File: config.mk
export PLATFORM = sky130hd
export DESIGN_NAME = sign_extend_pipe
export DESIGN_NICKNAME = d
export VERILOG_FILES = /design/src/rtl/sign_extend_pkg.sv /design/src/rtl/sign_extend_lane.sv /design/src/rtl/sign_extend_pipe.sv
export SDC_FILE = /design/constraint.sdc
export NUM_CORES = 1
export LEC_CHECK = 0
export BUFFER_PORTS_ARGS = -buffer_cell sky130_fd_sc_hd__buf_4
export CAP_MARGIN = 20
export CORE_MARGIN = 5
export CORE_UTILIZATION = 30
export DETAILED_ROUTE_END_ITERATION = 8
export PLACE_DENSITY_LB_ADDON = 0.12
export SYNTH_ARGS = -nofsm -noshare
export SYNTH_HDL_FRONTEND = slang
export SYNTH_HIERARCHICAL = 1
export SYNTH_SLANG_ARGS = --single-unit
File: constraint.sdc
create_clock -name clk -period 1.4 [get_ports clk]
set_input_delay 0.21 -clock clk [delete_from_list [all_inputs] [get_ports clk]]
set_output_delay 0.21 -clock clk [all_outputs]
set_load 0.01 [all_outputs]
File: src/rtl/sign_extend_pkg.sv
// rtl/sign_extend_pkg.sv - shared types, defaults and helpers for the sign/zero extender
package sign_extend_pkg;

    typedef enum logic {
        EXT_ZERO = 1'b0,
        EXT_SIGN = 1'b1
    } ext_mode_e;

    localparam int unsigned DEF_MAX_INPUT_WIDTH = 8;
    localparam int unsigned DEF_OUTPUT_WIDTH    = 16;
    localparam int unsigned DEF_NUM_LANES       = 2;

    // Bit offset of a lane inside a packed multi-lane bus.
    function automatic int unsigned lane_lsb(input int unsigned lane, input int unsigned width);
        return lane * width;
    endfunction

    function automatic logic width_legal(input int unsigned w, input int unsigned max);
        return (w != 0) && (w <= max);
    endfunction

endpackage

File: src/rtl/sign_extend_lane.sv
// rtl/sign_extend_lane.sv - combinational single-lane sign/zero extender
module sign_extend_lane
    import sign_extend_pkg::*;
#(
    parameter int unsigned MaxInputWidth = DEF_MAX_INPUT_WIDTH,
    parameter int unsigned OutputWidth   = DEF_OUTPUT_WIDTH,
    parameter int unsigned WidthBits     = $clog2(MaxInputWidth + 1)
) (
    input  logic [MaxInputWidth-1:0] i_data,
    input  logic [WidthBits-1:0]     i_width,
    input  logic                     i_mode,
    output logic [OutputWidth-1:0]   o_data
);

    logic                     w_legal;
    logic                     w_fill;
    logic [MaxInputWidth:0]   w_sel_wide;
    logic [MaxInputWidth-1:0] w_sign_sel;
    logic [OutputWidth-1:0]   w_keep;
    logic [OutputWidth-1:0]   w_ext;

    assign w_legal = width_legal(32'(i_width), MaxInputWidth);

    // One-hot pick of bit w-1; the extra top bit keeps w == MaxInputWidth from shifting out.
    assign w_sel_wide = (MaxInputWidth + 1)'(1) << i_width;
    assign w_sign_sel = w_sel_wide[MaxInputWidth:1];
    assign w_fill     = (ext_mode_e'(i_mode) == EXT_SIGN) && (|(i_data & w_sign_sel));

    assign w_keep = ~({OutputWidth{1'b1}} << i_width);
    assign w_ext  = OutputWidth'(i_data);

    assign o_data = w_legal ? ((w_ext & w_keep) | (~w_keep & {OutputWidth{w_fill}})) : '0;

endmodule

File: src/rtl/sign_extend_pipe.sv
// rtl/sign_extend_pipe.sv - pipelined multi-lane sign/zero extender with skid-buffered handshake
module sign_extend_pipe
    import sign_extend_pkg::*;
#(
    parameter int unsigned MaxInputWidth = DEF_MAX_INPUT_WIDTH,
    parameter int unsigned OutputWidth   = DEF_OUTPUT_WIDTH,
    parameter int unsigned NumLanes      = DEF_NUM_LANES,
    localparam int unsigned WidthBits    = $clog2(MaxInputWidth + 1)
) (
    input  logic                              clk,
    input  logic                              rst_n,
    input  logic                              in_valid,
    output logic                              in_ready,
    input  logic [NumLanes*MaxInputWidth-1:0] in_data,
    input  logic [WidthBits-1:0]              in_width,
    input  logic                              in_mode,
    output logic                              out_valid,
    input  logic                              out_ready,
    output logic [NumLanes*OutputWidth-1:0]   out_data,
    output logic                              out_err
);

    if (OutputWidth < MaxInputWidth) begin : g_bad_cfg
        $error("sign_extend_pipe: OutputWidth must be >= MaxInputWidth");
    end

    logic [NumLanes*OutputWidth-1:0] w_ext_data;
    logic                            w_in_err;
    logic                            w_in_fire;
    logic                            w_out_free;

    logic                            r_out_valid;
    logic [NumLanes*OutputWidth-1:0] r_out_data;
    logic                            r_out_err;
    logic                            r_skid_valid;
    logic [NumLanes*OutputWidth-1:0] r_skid_data;
    logic                            r_skid_err;

    for (genvar k = 0; k < NumLanes; k++) begin : g_lane
        sign_extend_lane #(
            .MaxInputWidth (MaxInputWidth),
            .OutputWidth   (OutputWidth),
            .WidthBits     (WidthBits)
        ) u_lane (
            .i_data  (in_data[lane_lsb(k, MaxInputWidth) +: MaxInputWidth]),
            .i_width (in_width),
            .i_mode  (in_mode),
            .o_data  (w_ext_data[lane_lsb(k, OutputWidth) +: OutputWidth])
        );
    end

    assign w_in_err   = !width_legal(32'(in_width), MaxInputWidth);
    assign w_in_fire  = in_valid && in_ready;
    assign w_out_free = !r_out_valid || out_ready;

    // Output stage refills from the skid first so ordering is preserved.
    always_ff @(posedge clk or negedge rst_n) begin
        if (!rst_n) begin
            r_out_valid  <= 1'b0;
            r_out_data   <= '0;
            r_out_err    <= 1'b0;
            r_skid_valid <= 1'b0;
            r_skid_data  <= '0;
            r_skid_err   <= 1'b0;
        end else if (w_out_free) begin
            if (r_skid_valid) begin
                r_out_valid  <= 1'b1;
                r_out_data   <= r_skid_data;
                r_out_err    <= r_skid_err;
                r_skid_valid <= 1'b0;
            end else begin
                r_out_valid <= w_in_fire;
                if (w_in_fire) begin
                    r_out_data <= w_ext_data;
                    r_out_err  <= w_in_err;
                end
            end
        end else if (w_in_fire) begin
            r_skid_valid <= 1'b1;
            r_skid_data  <= w_ext_data;
            r_skid_err   <= w_in_err;
        end
    end

    assign in_ready  = !r_skid_valid;
    assign out_valid = r_out_valid;
    assign out_data  = r_out_data;
    assign out_err   = r_out_err;

endmodule

# ---- After elaboration in Yosys (flattened, before gate mapping)
# Index checks and enable logic that the tools add are counted.
dict set report classes {
  addsub 0
  n_mux 9
  n_bitwise 11
  mul 0
  shifts 2
  n_div 0
  n_lt_le_gt_ge 1
  eq_ne 0
  reduce_logical 15
}
# cell count
set ops {}
lappend ops {{$mux 32} 2}
lappend ops {{$and 16x16->16} 2}
lappend ops {{$and 8x16->16} 2}
lappend ops {{$mux 16} 2}
lappend ops {{$not 16->16} 2}
lappend ops {{$or 16x16->16} 2}
lappend ops {{$and 8x8->8} 2}
lappend ops {{$reduce_or 8->1} 2}
lappend ops {{$shl 16x4->16 const A} 1}
lappend ops {{$shl 1x4->9 const A} 1}
lappend ops {{$mux 1} 5}
lappend ops {{$le 4x4->1 const B} 1}
lappend ops {{$logic_and 1x1->1} 4}
lappend ops {{$reduce_and 2->1} 2}
lappend ops {{$reduce_bool 2->1} 2}
lappend ops {{$reduce_bool 4->1} 1}
lappend ops {{$logic_not 1->1} 3}
lappend ops {{$logic_or 1x1->1} 1}
lappend ops {{$not 1->1} 1}
dict set report word_totals {
  inputBits 25
  memories 0
  latch_bits 0
  word_cells 44
  ram_bits 0
  register_bits 68
  rom_bits 0
  output_inout_bits 35
}

# ---- Depth between registers and ports, before layout
dict set report depth {
  depth_word 9
  depth_mapped 10
  depth_no_buf 7
}

# ---- Modules after synthesis
# The synthesis kept the hierarchy.
# mod cells_per_inst seq_area_each_um2 area_each_um2 n_inst
set modules_own_cells {}
lappend modules_own_cells {sign_extend_pipe 192 1701.6 3079.2 1}
lappend modules_own_cells {sign_extend_lane 63 0.0 386.6 2}

# ---- Least setup slack after synthesis
# No wires, ideal clock.
dict set report synth_timing {
  path_kind {input port to flip-flop}
  from {input port in_width[2]}
  to {register r_out_data[17] (netlist: out_data[17])}
  path_slack_ps -731
  n_path_buf 2
  t_required_ps 1275
  setup_ps 125
  t_arrival_ps 2006
  stages 9
  path_cell_list {buf_4 > nor3_2 > and2_1 > buf_2 > a211o_1 > o21a_1 > a221o_1 > mux2_2 > mux2_2}
}
dict set report synth_via {
  elab_chain_len 9
  elab_cells_between_ends 16
}
# element line_no
set synth_lines {}
lappend synth_lines {{start, declared} sign_extend_pipe.sv:15} ;# input logic [WidthBits-1:0] in_width,
lappend synth_lines {{$shl 1x4->9} sign_extend_lane.sv:25} ;# assign w_sel_wide = (MaxInputWidth + 1)'(1) << i_width;
lappend synth_lines {{$and 8x8->8} sign_extend_lane.sv:27} ;# assign w_fill = (ext_mode_e'(i_mode) == EXT_SIGN) && (|(i_data & w_sign_sel));
lappend synth_lines {{$reduce_or 8->1} sign_extend_lane.sv:27}
lappend synth_lines {{$logic_and 1x1->1} sign_extend_lane.sv:27}
lappend synth_lines {{$and 16x16->16} sign_extend_lane.sv:32} ;# assign o_data = w_legal ? ((w_ext & w_keep) | (~w_keep & {OutputWidth{w_fill}})) : '0;
lappend synth_lines {{$or 16x16->16} sign_extend_lane.sv:32}
lappend synth_lines {{$mux 16 *} sign_extend_lane.sv:32}
lappend synth_lines {{via w_ext_data[17]} sign_extend_pipe.sv:27} ;# logic [NumLanes*OutputWidth-1:0] w_ext_data;
lappend synth_lines {{$mux 32 *} sign_extend_pipe.sv:73} ;# if (w_in_fire) begin
lappend synth_lines {{$mux 32 *} sign_extend_pipe.sv:66} ;# if (r_skid_valid) begin
lappend synth_lines {{end signal, assigned} sign_extend_pipe.sv:68} ;# r_out_data <= r_skid_data;
lappend synth_lines {{end signal, assigned} sign_extend_pipe.sv:74} ;# r_out_data <= w_ext_data;
lappend synth_lines {{end, declared} sign_extend_pipe.sv:33} ;# logic [NumLanes*OutputWidth-1:0] r_out_data;
# Mark *: on every way through the listed nets, which the timed path passes. The rest lies on a longest branch. The select of a mux whose other input is x is not followed.
# A chain may end at the register's enable or synchronous reset.

# ---- Final worst setup path
dict set report layout_timing {
  from {input port in_width[1]}
  to {register r_out_data[17] (netlist: out_data[17])}
}
# Same word-level chain as after synthesis.

==> flow_summary.ini <==
[global_routing]
grt_use_total_pct = 13.5
grt_max_degree = 69
grt_pass1_wl_um = 15600
grt.overflow.total = 0
antenna_found_initial = 0
grt_pass1_vias = 2986

[timing]
tightest_slew_ps = 439
fin_skew_ps = 5.74
maxSlewViolCount = 0
max-slew-margin-rel_pct = 70.3
period_share_pct = 122
hold_viol = 0
period_needed_ps = 1700
setup_viol = 64
rsz0062_at_grt = true
whs_ps = 194
max_freq_mhz = 587
setup_ws_ps = -305

[cells_and_area]
multi_input_comb_area_um2 = 2150
diodes = 0
layout-drive-gt1-share_pct = 57.3
syn_to_final_growth_pct = 46.2
n_fill_cell = 1198
nets = 453
seq_area_um2 = 1700

[clocking]
clk_pin_slew_ps = 50
cts_buffers = 9
cts_tree = yes
cts.path.max_buffers = 2
htree_levels = 3
clock_latency_ps = 330
clock-sinks = 68
clock-root-buffer = clkbuf_16

[floorplan]
die_height_um = 123
fp.coreArea_um2 = 12600
num_rows = 41
die-area_um2 = 15200
initial_core_util_pct = 30.5
die_w_um = 123
io_pins = 60

[setup_path]
startpoint = in_width[1]
reg2regPathDepth = 5
crit_path_start_kind = primary input
worstReg2RegEnd = out_data[0]
cp_slowest_cell = a211o_1
regToRegStartpoint = r_skid_valid
cpPeakStageDelay_ps = 320
required_ps = 1620
cp.arrival_ps = 1920
cp_max_fo = 13
setup.worst_path.end_class = flop
cp_common_cell = mux2_2
crit_path_end = out_data[17]
path_cells = buf_12 -> nand3b_1 -> a211oi_1 -> a211o_1 -> o21a_1 -> a221o_1 -> mux2_2 -> mux2_2
reg2reg_setup_slack_ps = -80
path_class = in2reg

[synthesis]
synth-main-ff-cell = dfrtp_1
syn_avg_cell_area_um2 = 12.1
synth_seq_cells = 68
syn-num-nets = 343
yosysWarnings = 6
synth_cell_types = 37
yosys-top-cells-area = dfrtp_1, mux2_2, mux2_4, o21a_1, o21ai_0
synth_top_area_cell = dfrtp_1
synth_top_area_share_pct = 44.2
synth_common_cells = dfrtp_1, mux2_2, mux2_4
synth_async_sr_flop_share_pct = 100
synth_edf_count = 0
netlist_area_um2 = 3850
netlist_instances = 318
ys_seq_area_share_pct = 44.2

[detailed_routing]
met3WireLength_um = 491
wirelength_um = 10300
via_count = 2910
wl_met2_um = 5060
postRouteAntennaNets = 0
routedWlPerCell_um = 17.0
m1WireLength_um = 4630
vias_per_cell = 4.81
drc_errors = 0
drt_iter0_markers = 162
routed.top_layer = met4
drt_pre_antenna_iters = 4

[min_path]
hold_start = in_valid
hp-class = in2reg

[status]
status = finished with violations
violations = setup timing

[power]
power_uw = 6570
p_per_area_nw_per_um2 = 1170
ir_drop_mv = 0.481
leakage_uw = 0.00270

[placement]
dp_slack_ps = -737
dp_hpwl_um = 6480
io_buffers = 59
gp_congestion = 0.817

[flow_run]
cap_violations = 0
-- through the flow --
stage	cell area [µm²]	instances	setup TNS (ps)	utilization [%]
finish	5630	605	-5530	44.6
global route	5630	605	-8330	44.6
CTS	5430	600	-5430	43.0
detailed placement	4790	570	-28370	38.0
global placement	4790	570	-27600	38.0
floorplan	3920	318	-18820	-
-- final cells by class --
class	instances	area share (%)
clock buffer	12	4.37
clock inverter	4	1.29
inverter	4	0.311
multi-input combinational	221	38.2
sequential	68	30.2
tap	172	3.82
timing repair buffer	124	21.8
-- state kept, by name, summed over array words and instances (netlist names) --
| signal | count |
|---|---|
| r_skid_data | 32 |
| out_data | 32 |
| out_valid | 1 |
| out_err | 1 |
| r_skid_err | 1 |
| r_skid_valid | 1 |
-- cell families (layout without fill, tap and decap cells) --
group | after synthesis | after routing | share of synthesized area, %
AOI/OAI and AO/OA | 59 | 59 | 10.3
xor gates and xnor gates | 2 | 2 | 0.455
buffers and inverters | 29 | 144 | 4.48
DFF | 68 | 68 | 44.2
muxes | 100 | 100 | 31.8
and+or+nand+nor | 60 | 60 | 8.74
-- power breakdown --
| group | internal, µW | total, µW | switching, µW | leakage (µW) |
|---|---|---|---|---|
| registers | 2270 | 2430 | 167 | 0.000905 |
| logic | 1030 | 1690 | 662 | 0.00164 |
| clock network | 1610 | 2440 | 836 | 0.000153 |
-- worst max-delay path, delay by kind of cell --
| kind | cells | cell delay, ps |
|---|---|---|
| mux | 2 | 520 |
| buf+inv | 1 | 120 |
| simple gates | 1 | 120 |
| compound gates | 4 | 950 |
-- repair_timing --
item	in CTS	in global routing
cloned	4	3
pin swaps	11	13
resized for setup	39	46
hold endpoints to repair	68	0
endpoints found under the setup margin	64	66
hold buffers	1	0
setup buffers	10	4
-- layer usage --
metal | global-route usage, % | up-vias
li1 | - | 1378
met1 | 17.2 | 1457
met2 | 21.8 | 65
met3 | 4.39 | 10
met4 | 4.01 | 0
met5 | 0 | -
-- layout by cell type, fill, tap and decap left out, drive strengths merged --
cell and instances:
mux2i 4, and4bb 1, nor4 1, a221o 2, a211oi 2, clkinvlp 1, clkinv 1, xor2 2
inv 4, o21ai 17, bufinv 2, mux2 96, a22oi 2, and2 4, o31a 1, nand2 15
nand4b 2, nor2b 5, a21oi 6, nor3 4, nor4b 2, dlygate4sd3 1, buf 122, nand3 4
o211ai 2, dfrtp 68, a211o 2, nor2 13, o2111ai 1, nand2b 1, o31ai 4, nand3b 6
a22o 2, nor3b 2, clkbuf 13, o21a 18
-- worst min-delay path by stage --
stage	endpoint	slack [ps]	cells after the start
final	out_err	190	3
after global routing	out_err	230	3
after CTS	out_err	180	3
after detailed placement	out_data[3]	250	2
after global placement	out_data[3]	250	2
after floorplan	out_data[0]	-90	0
No activity file was read; power rests on OpenSTA's default activity.
